[config.mk]
export PLATFORM = sky130hd
export DESIGN_NAME = dcache_responder
export DESIGN_NICKNAME = d
export VERILOG_FILES = /design/src/rtl/dcache_responder.sv
export SDC_FILE = /design/constraint.sdc
export NUM_CORES = 2
export LEC_CHECK = 0
export CAP_MARGIN = 10
export CORE_ASPECT_RATIO = 0.8
export CORE_MARGIN = 2
export CORE_UTILIZATION = 55
export DETAILED_ROUTE_END_ITERATION = 16
export HOLD_SLACK_MARGIN = 0.1
export PLACE_DENSITY = 0.73
export SLEW_MARGIN = 20
export SYNTH_ARGS = -nofsm -noshare
export SYNTH_HDL_FRONTEND = slang
export SYNTH_SLANG_ARGS = --single-unit
[constraint.sdc]
create_clock -name clk -period 12.4 [get_ports clk]
set_clock_uncertainty 0.2 [all_clocks]
set_input_delay 3.1 -clock clk [delete_from_list [all_inputs] [get_ports clk]]
set_output_delay 3.1 -clock clk [all_outputs]
set_load 0.03 [all_outputs]
[src/rtl/dcache_responder.sv]
// Direct-mapped write-back/write-allocate data cache between MEM stage and a line-wide memory port.
// Optional DCACHE_STATS_EN adds hit_count/miss_count first-lookup counters.
module dcache_responder #(
  parameter int NUM_SETS   = 16,
  parameter int LINE_WORDS = 4
) (
  input  logic                    clk,
  input  logic                    reset,
  input  logic                    is_input_valid,
  input  logic [31:0]             addr,
  input  logic                    mem_read,
  input  logic                    mem_write,
  input  logic [31:0]             din,
  output logic                    is_ready,
  output logic                    is_output_valid,
  output logic [31:0]             dout,
  output logic                    is_hit,
  output logic                    mem_req_valid,
  input  logic                    mem_req_ready,
  output logic                    mem_req_write,
  output logic [31:0]             mem_req_addr,
  output logic [32*LINE_WORDS-1:0] mem_req_wdata,
  input  logic                    mem_resp_valid,
  input  logic [32*LINE_WORDS-1:0] mem_resp_rdata
`ifdef DCACHE_STATS_EN
  ,
  output logic [31:0]             hit_count,
  output logic [31:0]             miss_count
`endif
);
  localparam int OW = $clog2(LINE_WORDS);
  localparam int IW = $clog2(NUM_SETS);
  localparam int TW = 30 - IW - OW;
  localparam int LW = 32 * LINE_WORDS;

  typedef enum logic [2:0] {
    IDLE, COMPARE, WRITEBACK, ALLOCATE, REFILL
  } state_t;

  state_t              state_q, state_d;
  logic [29:0]         waddr_q;
  logic [31:0]         wdata_q;
  logic                wr_q;
  logic                first_q;
  logic [NUM_SETS-1:0] valid_q, valid_d;
  logic [NUM_SETS-1:0] dirty_q, dirty_d;
  logic [TW-1:0]       tag_mem [NUM_SETS];
  logic [LW-1:0]       data_mem [NUM_SETS];

  logic [OW-1:0] off;
  logic [IW-1:0] idx;
  logic [TW-1:0] tag;
  logic [LW-1:0] line;
  logic [LW-1:0] merged;
  logic [LW-1:0] wline;
  logic          hit, accept, data_we, tag_we;
  logic          unused_ok;

  assign unused_ok = ^addr[1:0];
  assign off    = waddr_q[OW-1:0];
  assign idx    = waddr_q[OW +: IW];
  assign tag    = waddr_q[29 -: TW];
  assign line   = data_mem[idx];
  assign hit    = valid_q[idx] && (tag_mem[idx] == tag);
  assign accept = (state_q == IDLE) && is_input_valid
                  && (mem_read || mem_write);

  always_comb begin
    merged = line;
    merged[{off, 5'b0} +: 32] = wdata_q;
  end

  always_comb begin
    state_d         = state_q;
    valid_d         = valid_q;
    dirty_d         = dirty_q;
    is_ready        = 1'b0;
    is_output_valid = 1'b0;
    dout            = '0;
    is_hit          = 1'b0;
    mem_req_valid   = 1'b0;
    mem_req_write   = 1'b0;
    mem_req_addr    = '0;
    mem_req_wdata   = '0;
    data_we         = 1'b0;
    tag_we          = 1'b0;
    wline           = mem_resp_rdata;
    unique case (state_q)
      IDLE: begin
        is_ready = 1'b1;
        if (accept) state_d = COMPARE;
      end
      COMPARE: begin
        if (hit) begin
          is_output_valid = !reset;
          is_hit          = first_q;
          if (wr_q) begin
            data_we      = 1'b1;
            wline        = merged;
            dirty_d[idx] = 1'b1;
          end else begin
            dout = line[{off, 5'b0} +: 32];
          end
          state_d = IDLE;
        end else if (valid_q[idx] && dirty_q[idx]) begin
          state_d = WRITEBACK;
        end else begin
          state_d = ALLOCATE;
        end
      end
      WRITEBACK: begin
        mem_req_valid = 1'b1;
        mem_req_write = 1'b1;
        mem_req_addr  = {tag_mem[idx], idx, {(OW+2){1'b0}}};
        mem_req_wdata = line;
        if (mem_req_ready) begin
          dirty_d[idx] = 1'b0;
          state_d      = ALLOCATE;
        end
      end
      ALLOCATE: begin
        mem_req_valid = 1'b1;
        mem_req_addr  = {tag, idx, {(OW+2){1'b0}}};
        if (mem_req_ready) state_d = REFILL;
      end
      REFILL: ;
      default: state_d = IDLE;
    endcase
    // A refill may land in the same cycle its request is accepted
    if ((state_q == REFILL) ||
        (state_q == ALLOCATE && mem_req_ready)) begin
      if (mem_resp_valid) begin
        data_we      = 1'b1;
        tag_we       = 1'b1;
        valid_d[idx] = 1'b1;
        dirty_d[idx] = 1'b0;
        state_d      = COMPARE;
      end
    end
  end

  always_ff @(posedge clk) begin
    if (reset) begin
      state_q <= IDLE;
      valid_q <= '0;
      dirty_q <= '0;
      first_q <= 1'b0;
    end else begin
      state_q <= state_d;
      valid_q <= valid_d;
      dirty_q <= dirty_d;
      if (accept) first_q <= 1'b1;
      else if (state_q == COMPARE && !hit) first_q <= 1'b0;
    end
  end

  always_ff @(posedge clk) begin
    if (accept) begin
      waddr_q <= addr[31:2];
      wdata_q <= din;
      wr_q    <= mem_write;
    end
    if (data_we) data_mem[idx] <= wline;
    if (tag_we)  tag_mem[idx]  <= tag;
  end

`ifdef DCACHE_STATS_EN
  logic [31:0] hit_cnt_q, miss_cnt_q;

  always_ff @(posedge clk) begin
    if (reset) begin
      hit_cnt_q  <= '0;
      miss_cnt_q <= '0;
    end else if (state_q == COMPARE && first_q) begin
      if (hit) hit_cnt_q  <= hit_cnt_q + 32'd1;
      else     miss_cnt_q <= miss_cnt_q + 32'd1;
    end
  end

  assign hit_count  = hit_cnt_q;
  assign miss_count = miss_cnt_q;
`endif

endmodule

==> results.md <==
* Core area at 0.183 mm²
* Worst Hold Path EP: valid_q[4]
* Most common cell after layout, fill and taps aside: edfxtp_1
* Routed WL per cell at 33.7 µm
* PD cells at 183 mW/mm²
* Post-synthesis cell count at 4766
* Multi-input logic area at 0.0241 mm²
* Worst Path Class, Setup: flop to output port
* RSZ-0062 raised after global routing: no
* Crit-path max cell delay at around 0.85 ns
* Routed WL at between 200000 and 300000 µm
* Clock buffer count from CTS at 228
* Buffers & Inverters on Critical Path at 3
* CP Cell Sequence: buf_4 -> nor2b_1 -> a22oi_1 -> o221ai_1 -> o221ai_1 -> o32a_1 -> nor4_1 -> nand4bb_4 -> buf_4 -> nor2b_1 -> clkdlybuf4s50_1
* Row count at 140
* Layout cells sized above 1 at 0.258
* Synth Register Bits at 2535
* Post-route ant nets at 0
* Hold_sp: valid_q[4]
* Cell area after synthesis at 0.101 mm²
* Vias per cell at roughly 6.6
* Max-cap viol count at 0
* Area Growth Syn to Fin at 14.3%
* Final Hold Viols at 0
* Leak at about 37 nW
* Die W at 484 µm
* Post-CTS sizing at 0
* Worst-case reg-to-reg path depth at 10
* Initial Util at 0.555
* Synth top area share at 0.740
* VDD IR max at between 0.1 and 0.15 mV
* Detailed Place HPWL at 142000 µm
* Gr usage total at 0.282
* Post-layout util at 0.634
* Drt first pass iters at 5
* Final #Nets at 5427
* CTS tree: done
* Slew @ Worst Pin at 1.17 ns
* Worst Setup End Kind: output port
* Root Buffer: clkbuf_16
* Final min period at 10.01 ns
* Clock transition at path regs at 0.07 ns
* Sequential cell area at 0.0757 mm²
* Residual DRC count at 0
* First-pass GRT wire length at 376000 µm
* Most frequent cells in the layout: edfxtp_1 (2495), mux4_2 (747), clkdlybuf4s50_1 (389), clkbuf_16 (228), nand2_1 (212)
* Slowest cell on the critical path: dfxtp_4
* Most common flop cell mapped by yosys: edfxtp_1
* GRT overflow at 0
* Top-Level Pins at slightly below 400
* Largest net degree at the start of global routing at roughly 150
* H-tree levels at 4
* FFs w/ async S/R, synth at 0
* CTS max path bufs at 3
* Syn Area/Cell at between 20 and 25 µm²
* Setup violations, final at 0
* Startpoint type of the worst setup path: flop
* Vias at 51600
* WP data required at about 9.1 ns
* RR Endpoint: data_mem[11][16]
* Hold_buf cts at 0
* Post-synth top area cell: edfxtp_1
* FF-to-FF setup slack at ~5 ns
* Number of library cell types mapped by synthesis at 63
* GPL Wtd Cong at approximately 0.81
* Headroom to the max-slew limit at 0.223
* Dominant cells by area after synthesis: edfxtp_1 (74%), mux4_2 (17%), mux2_4 (1.0%)
* Sink Count at 2535
* Hold path cells at 1
* Vias in the first global route at 51200
* Achievable frequency at 0.0999 GHz
* Post-CTS setup buffer count at 0
* Clk_lat worst skew at ~0.89 ns
* Status: complete, no violations
* Die H at 388 µm
* Fill cells at 12100
* Full die area at approximately 0.19 mm²
* CP Max Fanout at 53
* Delay-heaviest family, CP: simple AND/OR/NAND/NOR gates
* Initial antenna violation count at 25
* DRT iter0 DRCs at 7464
* Fin crit share at 0.807
* Sequential share of the synthesized area at 0.748
* Slew Limit Fails at 0
* Worst endpoint data arrival time at 6.71 ns
* Post-synth EDFFs at between 2000 and 2500
* Tightest Hold Check Type: flop to flop
* Synth warn at 0
* Setup TNS at 0 ns
* IO Port Bufs at approximately 400
per-stage QoR:
stage	std cells	hold WS (ns)	area [µm²]	setup WS [ns]	power [mW]
after detailed placement	7407	0.257	108000	3.35	14.3
after CTS	7835	0.272	116000	2.36	21.2
after global routing	7841	0.290	116000	2.01	21.8
after global placement	7407	0.242	108000	3.36	14.3
after floorplan	4769	0.235	101000	1.56	12.7
final	7843	0.274	116000	2.39	21.2
report_power, final:
part / total [mW] / switching [mW] / internal [mW]
Combinational: 4.41 / 2.52 / 1.90
Clock: 7.03 / 3.18 / 3.85
Sequential: 9.72 / 0.193 / 9.52
final cells by class:
class	count	share of cell area
antenna	8	0.000173
clock buffer	263	0.0504
clock inverter	165	0.0137
inverter	133	0.00439
multi-input combinational	1828	0.208
sequential	2535	0.654
tap	2414	0.0261
timing repair buffer	497	0.0425
logic make-up (layout without fill, tap and decap cells):
family / after synthesis / after routing / share of synthesized area
adders and majority gates: 5 / 5 / 0.000618
xor gates and xnor gates: 31 / 31 / 0.00268
other: 1 / 12 / 0.0000370
buffers and inverters: 406 / 1058 / 0.0169
and+or+nand+nor: 531 / 531 / 0.0221
AOI/OAI and AO/OA: 284 / 284 / 0.0166
DFF: 2535 / 2535 / 0.748
muxes: 973 / 973 / 0.193
worst max-delay path by stage:
stage / depth (start not counted) / start / endpoint / slack, ns
floorplan: 5 / mem_req_ready / data_mem[10][0] / 1.56
global placement: 11 / flop / dout[17] / 3.36
detailed placement: 11 / flop / dout[17] / 3.35
CTS: 8 / flop / dout[10] / 2.36
global route: 11 / flop / dout[13] / 2.01
finish: 11 / flop / dout[17] / 2.39
sequential cells by signal, summed over array words and instances (netlist names), 3 cells and up, named ones only:
name / count
wdata_q: 32
state_q: 3
data_mem: 2048
waddr_q: 30
valid_q: 16
dirty_q: 16
tag_mem: 384
cell usage after synthesis, types with 2 or more instances:
| cell | instances |
|---|---|
| nand3_1 | 25 |
| nand2_1 | 214 |
| buf_2 | 47 |
| mux2_4 | 70 |
| o32a_1 | 2 |
| buf_6 | 12 |
| nor3_1 | 13 |
| o22ai_1 | 10 |
| nor2_1 | 212 |
| mux4_2 | 747 |
| xnor2_1 | 23 |
| a22oi_1 | 9 |
| or3_1 | 2 |
| xor2_1 | 8 |
| a21oi_1 | 50 |
| o31ai_1 | 12 |
| clkbuf_1 | 145 |
| o211a_1 | 2 |
| o221ai_1 | 3 |
| a211oi_1 | 7 |
| and2_1 | 8 |
| mux2_2 | 85 |
| nor2b_1 | 35 |
| nor4_1 | 4 |
| a22o_1 | 3 |
| a221o_1 | 2 |
| inv_1 | 129 |
| dfxtp_1 | 40 |
| o21a_1 | 6 |
| edfxtp_1 | 2495 |
| ha_1 | 5 |
| inv_2 | 4 |
| o211ai_1 | 17 |
| mux2i_1 | 71 |
| nand2b_1 | 6 |
| nor4b_1 | 2 |
| a21o_1 | 2 |
| a221oi_1 | 2 |
| buf_4 | 10 |
| buf_1 | 59 |
| o21ai_0 | 146 |
worst register-to-register path, delay by kind of cell, from the launching register on:
kind            cells  cell delay [ns]
flops               1             0.65
buf+inv             3             2.38
mux                 1             0.59
simple gates        2             1.40
compound gates      4             1.56
layer usage:
layer,global-route usage,wire [µm],up-vias
met5,0,54,-
met4,0.120,12200,8
met3,0.0508,26700,511
met2,0.452,130000,3169
met1,0.387,96000,27300
li1,-,-,20600
(Power assumes the default switching activity.)
